**src/rtl/tpu_pkg.sv**
```systemverilog
// Shared definitions for the TPU MAC processing element.
//   TPU_BITS_AB   default operand width
//   TPU_BITS_C    default accumulator width
//   TPU_MAX_C     widest accumulator the clamp helper can describe
//   tpu_sat_limit clamp value for a w-bit accumulator (signed/unsigned, high/low)
package tpu_pkg;

  localparam int TPU_BITS_AB = 8;
  localparam int TPU_BITS_C  = 24;
  localparam int TPU_MAX_C   = 64;

  // Returns the saturation bound in the low w bits.
  //   sgn=0: all-ones, or 0 for an underflow (cannot happen when unsigned)
  //   sgn=1: max positive, or most-negative when under=1
  function automatic logic [TPU_MAX_C-1:0] tpu_sat_limit(input int unsigned w,
                                                        input logic sgn,
                                                        input logic under);
    logic [TPU_MAX_C-1:0] ones;
    ones = '1;
    ones = ones >> (TPU_MAX_C - w);
    if (!sgn) return under ? '0 : ones;
    // signed min is the top bit alone; signed max is every bit below it
    return under ? (ones ^ (ones >> 1)) : (ones >> 1);
  endfunction

endpackage

```
**src/rtl/tpu_mul_stage.sv**
```systemverilog
// Stage 1 of the MAC: operand multiply plus product register. Kept on its own
// so a vendor DSP primitive can drop in here.
//   a_i, b_i        operands (BITS_AB)
//   mode_signed_i   1 = two's-complement operands
//   valid_i         operand pair is real
//   en_i            advance; low holds every register
//   p_o             registered 2*BITS_AB-bit product
//   p_vld_o         registered valid
//   p_sgn_o         mode sampled with the operands
module tpu_mul_stage import tpu_pkg::*; #(
  parameter int BITS_AB = TPU_BITS_AB
) (
  input  logic                   clk,
  input  logic                   rst_n,
  input  logic                   en_i,
  input  logic                   mode_signed_i,
  input  logic                   valid_i,
  input  logic [BITS_AB-1:0]     a_i,
  input  logic [BITS_AB-1:0]     b_i,
  output logic [2*BITS_AB-1:0]   p_o,
  output logic                   p_vld_o,
  output logic                   p_sgn_o
);

  localparam int PW = 2 * BITS_AB;

  // Extending both operands to the product width first makes the low PW
  // bits of the product exact for both signed and unsigned inputs.
  logic [PW-1:0] a_x, b_x, prod;
  logic [PW-1:0] p_q;
  logic          p_vld_q, p_sgn_q;

  assign a_x  = mode_signed_i ? PW'($signed(a_i)) : PW'(a_i);
  assign b_x  = mode_signed_i ? PW'($signed(b_i)) : PW'(b_i);
  assign prod = a_x * b_x;

  always_ff @(posedge clk or negedge rst_n) begin
    if (!rst_n) begin
      p_q     <= '0;
      p_vld_q <= 1'b0;
      p_sgn_q <= 1'b0;
    end else if (en_i) begin
      p_q     <= prod;
      p_vld_q <= valid_i;
      p_sgn_q <= mode_signed_i;
    end
  end

  assign p_o     = p_q;
  assign p_vld_o = p_vld_q;
  assign p_sgn_o = p_sgn_q;

endmodule

```
**src/rtl/tpu_mac_pe.sv**
```systemverilog
// Systolic MAC processing element: forwards A/B to neighbours, multiplies in
// stage 1 (tpu_mul_stage), accumulates with optional saturation in stage 2.
//   Ain/Bin/valid_in   operands in       Aout/Bout/valid_out  1-cycle forward
//   mode_signed        operand signedness, travels with the product
//   en                 advance; low holds all pipeline registers
//   clr / WrEn, Cin    clear / preload accumulator (act even when en=0)
//   Cout, ovf          accumulator, sticky overflow flag
module tpu_mac_pe import tpu_pkg::*; #(
  parameter int BITS_AB  = TPU_BITS_AB,
  parameter int BITS_C   = TPU_BITS_C,
  parameter int SATURATE = 1
) (
  input  logic               clk,
  input  logic               rst_n,
  input  logic               en,
  input  logic               clr,
  input  logic               mode_signed,
  input  logic               valid_in,
  input  logic [BITS_AB-1:0] Ain,
  input  logic [BITS_AB-1:0] Bin,
  input  logic               WrEn,
  input  logic [BITS_C-1:0]  Cin,
  output logic [BITS_AB-1:0] Aout,
  output logic [BITS_AB-1:0] Bout,
  output logic               valid_out,
  output logic [BITS_C-1:0]  Cout,
  output logic               ovf
);

  localparam int PW = 2 * BITS_AB;

  if (BITS_C < PW || BITS_C > TPU_MAX_C) begin : g_bad_width
    $error("tpu_mac_pe: BITS_C must lie between 2*BITS_AB and TPU_MAX_C");
  end

  logic [BITS_AB-1:0] a_q, b_q;
  logic               vld_q;
  logic [PW-1:0]      p;
  logic               p_vld, p_sgn;
  logic [BITS_C-1:0]  acc_q, acc_d;
  logic               ovf_q, ovf_d;

  tpu_mul_stage #(.BITS_AB(BITS_AB)) u_mul (
    .clk          (clk),
    .rst_n        (rst_n),
    .en_i         (en),
    .mode_signed_i(mode_signed),
    .valid_i      (valid_in),
    .a_i          (Ain),
    .b_i          (Bin),
    .p_o          (p),
    .p_vld_o      (p_vld),
    .p_sgn_o      (p_sgn)
  );

  always_ff @(posedge clk or negedge rst_n) begin
    if (!rst_n) begin
      a_q   <= '0;
      b_q   <= '0;
      vld_q <= 1'b0;
    end else if (en) begin
      a_q   <= Ain;
      b_q   <= Bin;
      vld_q <= valid_in;
    end
  end

  // One extra bit on the sum: in signed mode overflow shows as the two top
  // bits disagreeing (top bit is the true sign); unsigned mode it is carry-out.
  logic [BITS_C-1:0] p_ext;
  logic [BITS_C:0]   sum;
  logic              ovf_hit;
  logic [BITS_C-1:0] clamp;

  assign p_ext   = p_sgn ? BITS_C'($signed(p)) : BITS_C'(p);
  assign sum     = {p_sgn & acc_q[BITS_C-1], acc_q} + {p_sgn & p_ext[BITS_C-1], p_ext};
  assign ovf_hit = p_sgn ? (sum[BITS_C] ^ sum[BITS_C-1]) : sum[BITS_C];
  assign clamp   = BITS_C'(tpu_sat_limit(BITS_C, p_sgn, p_sgn & sum[BITS_C]));

  always_comb begin
    acc_d = acc_q;
    ovf_d = ovf_q;
    if (clr) begin
      acc_d = '0;
      ovf_d = 1'b0;
    end else if (WrEn) begin
      acc_d = Cin;
      ovf_d = 1'b0;
    end else if (en && p_vld) begin
      acc_d = sum[BITS_C-1:0];
      if (ovf_hit) begin
        ovf_d = 1'b1;
        if (SATURATE != 0) acc_d = clamp;
      end
    end
  end

  always_ff @(posedge clk or negedge rst_n) begin
    if (!rst_n) begin
      acc_q <= '0;
      ovf_q <= 1'b0;
    end else begin
      acc_q <= acc_d;
      ovf_q <= ovf_d;
    end
  end

  assign Aout      = a_q;
  assign Bout      = b_q;
  assign valid_out = vld_q;
  assign Cout      = acc_q;
  assign ovf       = ovf_q;

endmodule

```
**config.mk**
```make
export PLATFORM = sky130hd
export DESIGN_NAME = tpu_mac_pe
export DESIGN_NICKNAME = d
export VERILOG_FILES = /design/src/rtl/tpu_pkg.sv /design/src/rtl/tpu_mul_stage.sv /design/src/rtl/tpu_mac_pe.sv
export SDC_FILE = /design/constraint.sdc
export NUM_CORES = 1
export LEC_CHECK = 0
export ABC_CLOCK_PERIOD_IN_PS = 3940
export CAP_MARGIN = 40
export CORE_MARGIN = 3
export CORE_UTILIZATION = 42
export CTS_BUF_LIST = sky130_fd_sc_hd__clkbuf_8
export DETAILED_ROUTE_END_ITERATION = 16
export PLACE_DENSITY = 0.6
export SYNTH_ARGS = -nofsm -noshare
export SYNTH_HDL_FRONTEND = slang
export SYNTH_SLANG_ARGS = --single-unit
```
**constraint.sdc**
```tcl
create_clock -name clk -period 3.94 [get_ports clk]
set_input_delay 0.788 -clock clk [delete_from_list [all_inputs] [get_ports clk]]
set_output_delay 0.788 -clock clk [all_outputs]
set_load 0.02 [all_outputs]
```
# Word-level counts from Yosys, hierarchy flattened
# Index checks and enable logic that the tools add are counted.
[totals]
reg_bits = 59
in_bits = 47
elab_cells = 32
[op_classes]
add_sub_neg = 1
multipliers = 1
n_mux = 15
bitwise = 4
n_reduce_logical = 4
[ops]
columns = ["cell", "n"]
rows = [
  ["$mux W24", 8],
  ["$mux W16", 2],
  ["$add A25 B25 Y25", 1],
  ["$mul A16 B16 Y16", 1],
  ["$reduce_bool A3 Y1", 2],
  ["$mux W1", 5],
  ["$and A1 B1 Y1", 3],
  ["$reduce_and A2 Y1", 1],
  ["$logic_and A1 B1 Y1", 1],
  ["$xor A1 B1 Y1", 1],
]

# Depth between registers and ports, before layout
# Gate-level depths: netlist (run 1).
[depth]
ltp_word = 10
depth_mapped = 23

# Hierarchy
# From an unflattened synthesis (run 1), not the netlist that was laid out.
[hier_totals]
cells_unflattened = 790
hier_area_um2 = 7469.7
[modules_own_cells]
columns = ["module", "instances", "cells_per_inst", "area_per_inst_um2"]
rows = [
  ["tpu_mul_stage", 1, 465, 4347.9],
  ["tpu_mac_pe", 1, 325, 3121.7],
]

# Worst setup path after synthesis (run 1)
# Ideal clock, no wire load.
[synth_timing]
path_kind = "input to register"
startpoint = "input port Ain[7]"
endpoint = "register u_mul.p_q[14], in the netlist u_mul.p_o[14]"
arrival_ns = 5.648
slack_ns = -1.833
stages = 21
path_cell_list = "clkbuf_1 > and2_1 > fa_1 > inv_1 > fa_1 > inv_1 > fa_1 > inv_1 > fa_1 > inv_1 > fa_1 > inv_1 > fa_1 > inv_1 > ha_1 > and3_1 > a21oi_1 > nand3_1 > o311a_1 > xor2_1 > mux2_2"
[synth_via]
elab_chain_len = 2
[synth_lines]
columns = ["element", "line", "source"]
rows = [
  ["from (decl)", "tpu_mac_pe.sv:19", "input logic [BITS_AB-1:0] Ain,"],
  ["$mux W16", "tpu_mul_stage.sv:33", "assign a_x = mode_signed_i ? PW'($signed(a_i)) : PW'(a_i);"],
  ["$mul A16 B16 Y16", "tpu_mul_stage.sv:35", "assign prod = a_x * b_x;"],
  ["to (signal assigned)", "tpu_mul_stage.sv:43", "p_q <= prod;"],
  ["to (decl)", "tpu_mul_stage.sv:30", "logic [PW-1:0] p_q;"],
]
# No other way between the ends.
# A chain may end at the register's enable or synchronous reset.

# Worst setup path in the final report (run 1)
# Ends and elaborated chain as after synthesis.

==> results of run 1 <==
==> worst reg2reg max path, cell delays in order, from the launching register on <==
cell and delay [ns]:
dfrtp_1 0.41, ha_1 0.24, fa_1 0.41, a211oi_2 0.32
o211ai_2 0.16, a211oi_2 0.32, o31ai_2 0.15, o31ai_4 0.30
xor2_4 0.21, xor2_2 0.20, buf_6 0.21, a2111oi_0 0.38
buf_4 0.19, a221oi_2 0.03
==> power by group through the flow <==
stage               logic, mW  clock network [mW]  registers, mW
floorplan                2.98                   0          0.941
global placement         4.18                   0          0.899
detailed placement       4.26                   0          0.901
CTS                      4.73               0.540          0.891
global route             5.54               0.559          0.911
finish                   4.95               0.518          0.889
==> worst paths after layout <==
check	start	endpoint	slack, ns
worst max-delay path	Ain[7]	u_mul.p_o[14]	-1.28
worst min-delay path	rst_n	Bout[5]	0.31
worst max register to register	Cout[0]	Cout[10]	0.29
worst min register to register	Aout[3]	Aout[3]	0.51
max in group asynchronous	rst_n	Cout[17]	2.80
min in group clk	Aout[3]	Aout[3]	0.51
==> layer usage <==
| metal | vias to the layer above | GRT usage [%] | share of wire, % |
|---|---|---|---|
| li1 | 3038 | - | - |
| met4 | 0 | 4.43 | 1.3 |
| met1 | 3030 | 27.9 | 46 |
| met3 | 13 | 3.30 | 3.5 |
| met2 | 85 | 34.3 | 49 |
| met5 | - | 0 | 0 |
==> cells in the mapped netlist (2+ instances only) <==
cell	number
a2111oi_0	16
a211oi_1	2
a211oi_2	2
a21o_1	11
a21oi_1	44
a221oi_1	6
a221oi_2	12
a31o_2	2
a31oi_1	8
and2_1	50
and3_1	10
buf_1	3
buf_4	2
clkbuf_1	30
dfrtp_1	59
fa_1	69
ha_1	79
inv_1	139
mux2_2	31
mux2i_1	3
nand2_1	61
nand2b_1	3
nand3_1	7
nor2_1	20
nor2b_1	5
nor3_1	8
o211ai_1	3
o21a_1	4
o21ai_0	22
o21bai_1	3
o22ai_1	2
o31ai_2	2
or2_2	2
or3_1	2
xnor2_1	46
xor2_1	13
==> cell families after synthesis <==
| family | synth area share [%] |
|---|---|
| adder cells (fa/ha/maj) | 31.7 |
| buffers and inverters | 8.99 |
| XOR/XNOR | 7.50 |
| flip-flops | 19.8 |
| AO/OA/AOI/OAI | 15.6 |
| AND/OR/NAND/NOR | 11.4 |
| multiplexers | 5.07 |
==> cell type report <==
type	instances	share of cell area, %
Clock buffer	9	1.23
Clock inverter	7	0.434
Inverter	139	5.19
Multi-Input combinational cell	568	57.6
Sequential cell	59	14.6
Tap cell	225	2.79
Timing Repair Buffer	203	18.1
==> registers in the layout, summed over array words and instances, names as in the netlist <==
signal and flops:
u_mul.p_sgn_o 1, u_mul.p_o 16, Bout 8, Aout 8, ovf 1, u_mul.p_vld_o 1, Cout 24
==> timing repair <==
item	CTS	global route
pin swaps	54	45
endpoints found under the setup margin	12	10
gates resized for setup	139	74
buffers inserted	18	5
==> metrics.txt, run 1 <==
status=complete, but fails checks; failing checks=negative setup slack; worst min-delay path class=in2async; Area Growth Syn to Fin=35.1%; max incr delay on CP=between 0.5 and 0.6 ns; Worst path slowest cell=fa_1; fill cell count=about 1600; CTS clk-pin slew, worst paths=~0.080 ns; post-route ant nets=0; Data required, critical path=between 4 and 5 ns; count of cell types in the netlist=57; CTS root buf=clkbuf_8; Slew headroom=a little under two thirds; top cell type's share of synthesized area=roughly 20%; DRC=0; crit end category=register; VDD IR max=around 0.44 mV; minimum clock period=between 5 and 6 ns; DR vias/cell=between 5 and 6; DRT iter0 DRCs=approximately 250; PortBufs=88; Post-Syn Instances=about 800; Fin Setup TNS=-8.82 ns; Warnings, synthesis=0; hold_buf cts=0; cell taking the most area after synthesis=dfrtp_1; Synth area leaders=dfrtp_1 20%, fa_1 18%, ha_1 13%; CTS tree=built; count of max-cap constraint violations=0; final hold vios=0; Top Ports=slightly below 90; Pwr Density=~630 mW/mm²; crit path kind=in2reg; Total Routing Usage GR=~20%; Core Util, Final=58.2%; skew final=around 0.0081 ns; footprint of the multi-input gates=0.00581 mm²; vias in the first global route=6582; Most Frequent Cell on Critical Path=fa_1; max-slew violation total from the final report=0; Least-Margin Pin Slew=roughly 0.53 ns; crit-path max FO=5; total gr overflow=0; Max Clk Rate=between 150 and 200 MHz; NumNets Final=1175; Finished Layout Cells=around 1200; Setup WS pre-CTS=-2.15 ns; CP cell instances=buf_6 -> buf_6 -> and2_4 -> fa_1 -> inv_2 -> fa_1 -> inv_1 -> fa_1 -> inv_2 -> fa_1 -> inv_1 -> fa_1 -> inv_2 -> fa_1 -> inv_2 -> ha_4 -> and3_4 -> o311ai_4 -> nand3_2 -> o311a_1 -> xor2_1 -> mux2_4; sw power=2.75 mW; routability congestion estimate=between 0.8 and 0.9; Cell Area, Placed=0.00933 mm²; Via Count=~6200; ratio of cells with drive above 1 in the final layout=between 30% and 40%; ys flop type=dfrtp_1; Synth Cell Area=0.00747 mm²; total core area=0.0174 mm²; Post-Place Cells=1175; Tcrit/Tclk final=133%; syn_area_per_cell=9.32 µm²; most common cell after layout, fill and taps aside=inv_1; initial core utilization=between 40% and 50%; combinational power share=roughly 78%; internal power=around 3.6 mW; EDFF count, synth=0; most frequent cells in the layout=112 x inv_1, 89 x buf_4, 69 x clkdlybuf4s50_1, 65 x fa_1, 59 x dfrtp_1; Storage cell area=between 0.001 and 0.0015 mm²; CP top delay family=adder cells; leakage power=roughly 4.7 nW; WL final=18800 µm; hpwl dp=14900 µm; Net Count, Synth=997; largest net degree at the start of global routing=37; Yosys reg bits=59; CTS sink cnt=59; sequential share of power=between 10 and 15%; post-layout instance area=around 0.010 mm²; final setup fails=10; Fin Hold WS=between 0.3 and 0.4 ns; cell depth of the worst setup path=22; initial antenna violation count=0; register area share after synthesis=19.8%; H-tree depth=3; Clk Latency, worst-skew pair=around 0.36 ns; Async SR Flop Fraction=between 90% and 100%; ANT cells=0; final worst slack=-1.28 ns; clk buf depth=2; Worst R2R Path Depth=13; Die Area=0.0194 mm²; drt wl/cell=15.5 µm; first-pass GRT wire length=around 33000 µm; Rows=48; data arrival time of the worst path=~5.5 ns; CP bufs+invs=8; die width=between 100 and 150 µm; Sw Share=a little over two fifths; Die Height=139 µm; Setup crit start kind=input pin; RSZ-0062 raised after global routing=yes; Tot Pwr=around 6.4 mW; number of CTS-inserted buffers=9; clock power share=just over 8%; DR pass1 iterations=4
Power figures use the tool's default switching activity.
==> inputs of run 2 (changes only) <==
Settings changed: ABC_CLOCK_PERIOD_IN_PS 3940 to unset, CELL_PAD_IN_SITES_DETAIL_PLACEMENT set to 2, CELL_PAD_IN_SITES_GLOBAL_PLACEMENT set to 2, CORE_UTILIZATION 42 to 37, PLACE_DENSITY 0.6 to 0.81.
==> metrics.txt, run 2 (synthesis results as in run 1) <==
worst min-delay path class=in2async; hpwl dp=22700 µm (+53%); first-pass GRT wire length=53400 µm (+64%); RSZ-0062 raised after global routing=yes; count of max-cap constraint violations=0 (unchanged); clk buf depth=2 (unchanged); max FFs per register=24 (unchanged); post-route ant nets=0 (unchanged); CP bufs+invs=11 (+3); final hold vios=0 (unchanged); Die Height=148 µm (+6.3%); Pwr Density=843 mW/mm² (+34%); total core area=0.0197 mm² (+13%); Clk Latency, worst-skew pair=0.39 ns (+0.03 ns); leakage power=4.89 nW (+3.1%); drt wl/cell=33.8 µm (+120%); max-slew violation total from the final report=0 (unchanged); Setup crit start kind=input pin; routability congestion estimate=0.837 (-3.8%); final setup fails=32 (+22); Core Util, Final=54.1% (-4.1 points); CTS root buf=clkbuf_8; DRC=0 (unchanged); Slew headroom=46.4% (-17 points); skew final=0.00998 ns (+0.00193 ns); CTS sink cnt=59 (unchanged); ratio of cells with drive above 1 in the final layout=35.7% (+4.6 points); H-tree depth=3 (unchanged); Total Routing Usage GR=32.8% (+12 points); max incr delay on CP=0.59 ns (+0.05 ns); WL final=42500 µm (+130%); Area Growth Syn to Fin=42.3%; Rows=51 (+6.3%); initial antenna violation count=1 (+1); failing checks=negative setup slack; number of CTS-inserted buffers=9 (unchanged); vias in the first global route=8452 (+28%); DRT iter0 DRCs=640 (+150%); initial core utilization=38.0% (-5.0 points); Least-Margin Pin Slew=0.800 ns (+0.267 ns); Tcrit/Tclk final=144% (+11 points); Worst path slowest cell=fa_1; DR vias/cell=6.03 (+18%); data arrival time of the worst path=5.89 ns (+0.42 ns); CP cell instances=buf_6 -> buf_6 -> buf_6 -> buf_6 -> and2_4 -> fa_1 -> inv_1 -> fa_1 -> inv_1 -> ha_2 -> inv_2 -> fa_1 -> inv_2 -> fa_1 -> inv_2 -> fa_1 -> inv_2 -> ha_4 -> and3_4 -> a21oi_4 -> buf_6 -> nand3b_1 -> xnor2_2 -> mux2i_1; NumNets Final=1182 (+0.60%); status=complete, but fails checks; reg-to-reg slack, setup=-0.32 ns (-0.61 ns); Data required, critical path=4.17 ns (-0.02 ns); CP top delay family=adder cells; Tot Pwr=8.97 mW (+41%); crit-path max FO=4 (-1); ANT cells=0 (unchanged); total gr overflow=0 (unchanged); cell depth of the worst setup path=24 (+9.1%); CTS tree=built; die width=148 µm (+6.3%); Worst R2R Path Depth=11 (-2); PortBufs=88 (unchanged); Max Clk Rate=177 MHz (-7.8%); crit end category=register; fill cell count=1977 (+26%); most frequent cells in the layout=102 x inv_1, 90 x buf_4, 69 x clkdlybuf4s50_1, 59 x dfrtp_1, 59 x fa_1; largest net degree at the start of global routing=38 (+2.7%); Die Area=0.0219 mm² (+13%); CTS clk-pin slew, worst paths=0.10 ns (+0.02 ns); minimum clock period=5.66 ns (+0.440 ns); VDD IR max=0.440 mV (about the same); Top Ports=89 (unchanged); Via Count=7579 (+23%); DR pass1 iterations=5 (+1); final worst slack=-1.72 ns (-0.440 ns); crit path kind=in2reg; most common cell after layout, fill and taps aside=inv_1
[run 2: changes by cell type in the layout (fill, tap and decap cells not counted), moves of 4 or more]
cell | before | now
a2111oi_1 | 0 | 5
fa_2 | 4 | 10
buf_6 | 34 | 38
a2111oi_2 | 0 | 5
fa_1 | 65 | 59
xnor2_1 | 41 | 35
inv_1 | 112 | 102
inv_2 | 26 | 34
a2111oi_0 | 16 | 5
[run 2: timing repair]
| item | in CTS | in global routing |
|---|---|---|
| endpoints found under the setup margin | 17 | 27 |
| resized for setup | 176 | 121 |
| pin swaps | 61 | 76 |
| setup buffers | 17 | 15 |
| cloned | 0 | 0 |
| endpoints found under the hold margin | 0 | 0 |
| hold buffers | 0 | 0 |
[run 2: final cells by class]
type | count | area (µm²) | share of cell area, %
Multi-Input combinational cell | 568 | 6100 | 57.4
Timing Repair Buffer | 210 | 1940 | 18.3
Sequential cell | 59 | 1480 | 13.9
Inverter | 139 | 529 | 4.98
Tap cell | 265 | 332 | 3.12
Clock buffer | 10 | 138 | 1.29
Clock inverter | 6 | 111 | 1.05
[run 2: per-stage QoR]
stage | cell area (µm²) | worst slack [ns] | cells | TNS, ns | hold WS, ns
3_3_place_gp | 9340 | -2.12 | 1211 | -18.51 | 0.488
2_1_floorplan | 7690 | -1.55 | 802 | -10.01 | 0.485
5_1_grt | 10600 | -1.82 | 1257 | -17.34 | 0.295
6_report | 10600 | -1.72 | 1257 | -15.72 | 0.282
3_5_place_dp | 9360 | -2.47 | 1212 | -21.86 | 0.503
4_1_cts | 10100 | -1.60 | 1245 | -11.21 | 0.279
[run 2: layer usage]
metal	global-route usage [%]	part of all wire, %
met1	36.1	36
met2	58.4	51
met3	6.03	6.2
met4	20.7	7.4
met5	0	0
[run 2: where the power goes]
group | switching, mW | internal (mW)
combinational | 4.03 | 3.20
sequential | 0.188 | 0.760
clock | 0.341 | 0.439
total | 4.56 | 4.40
[run 2: worst paths after layout]
kind                            startpoint            end
worst min register to register     Bout[1]        Bout[1]
max in group asynchronous            rst_n       Cout[13]
worst max register to register     Cout[5]        Cout[6]
worst max-delay path                Ain[7]  u_mul.p_o[12]
min in group clk                   Bout[1]        Bout[1]
worst min-delay path                 rst_n        Bout[5]
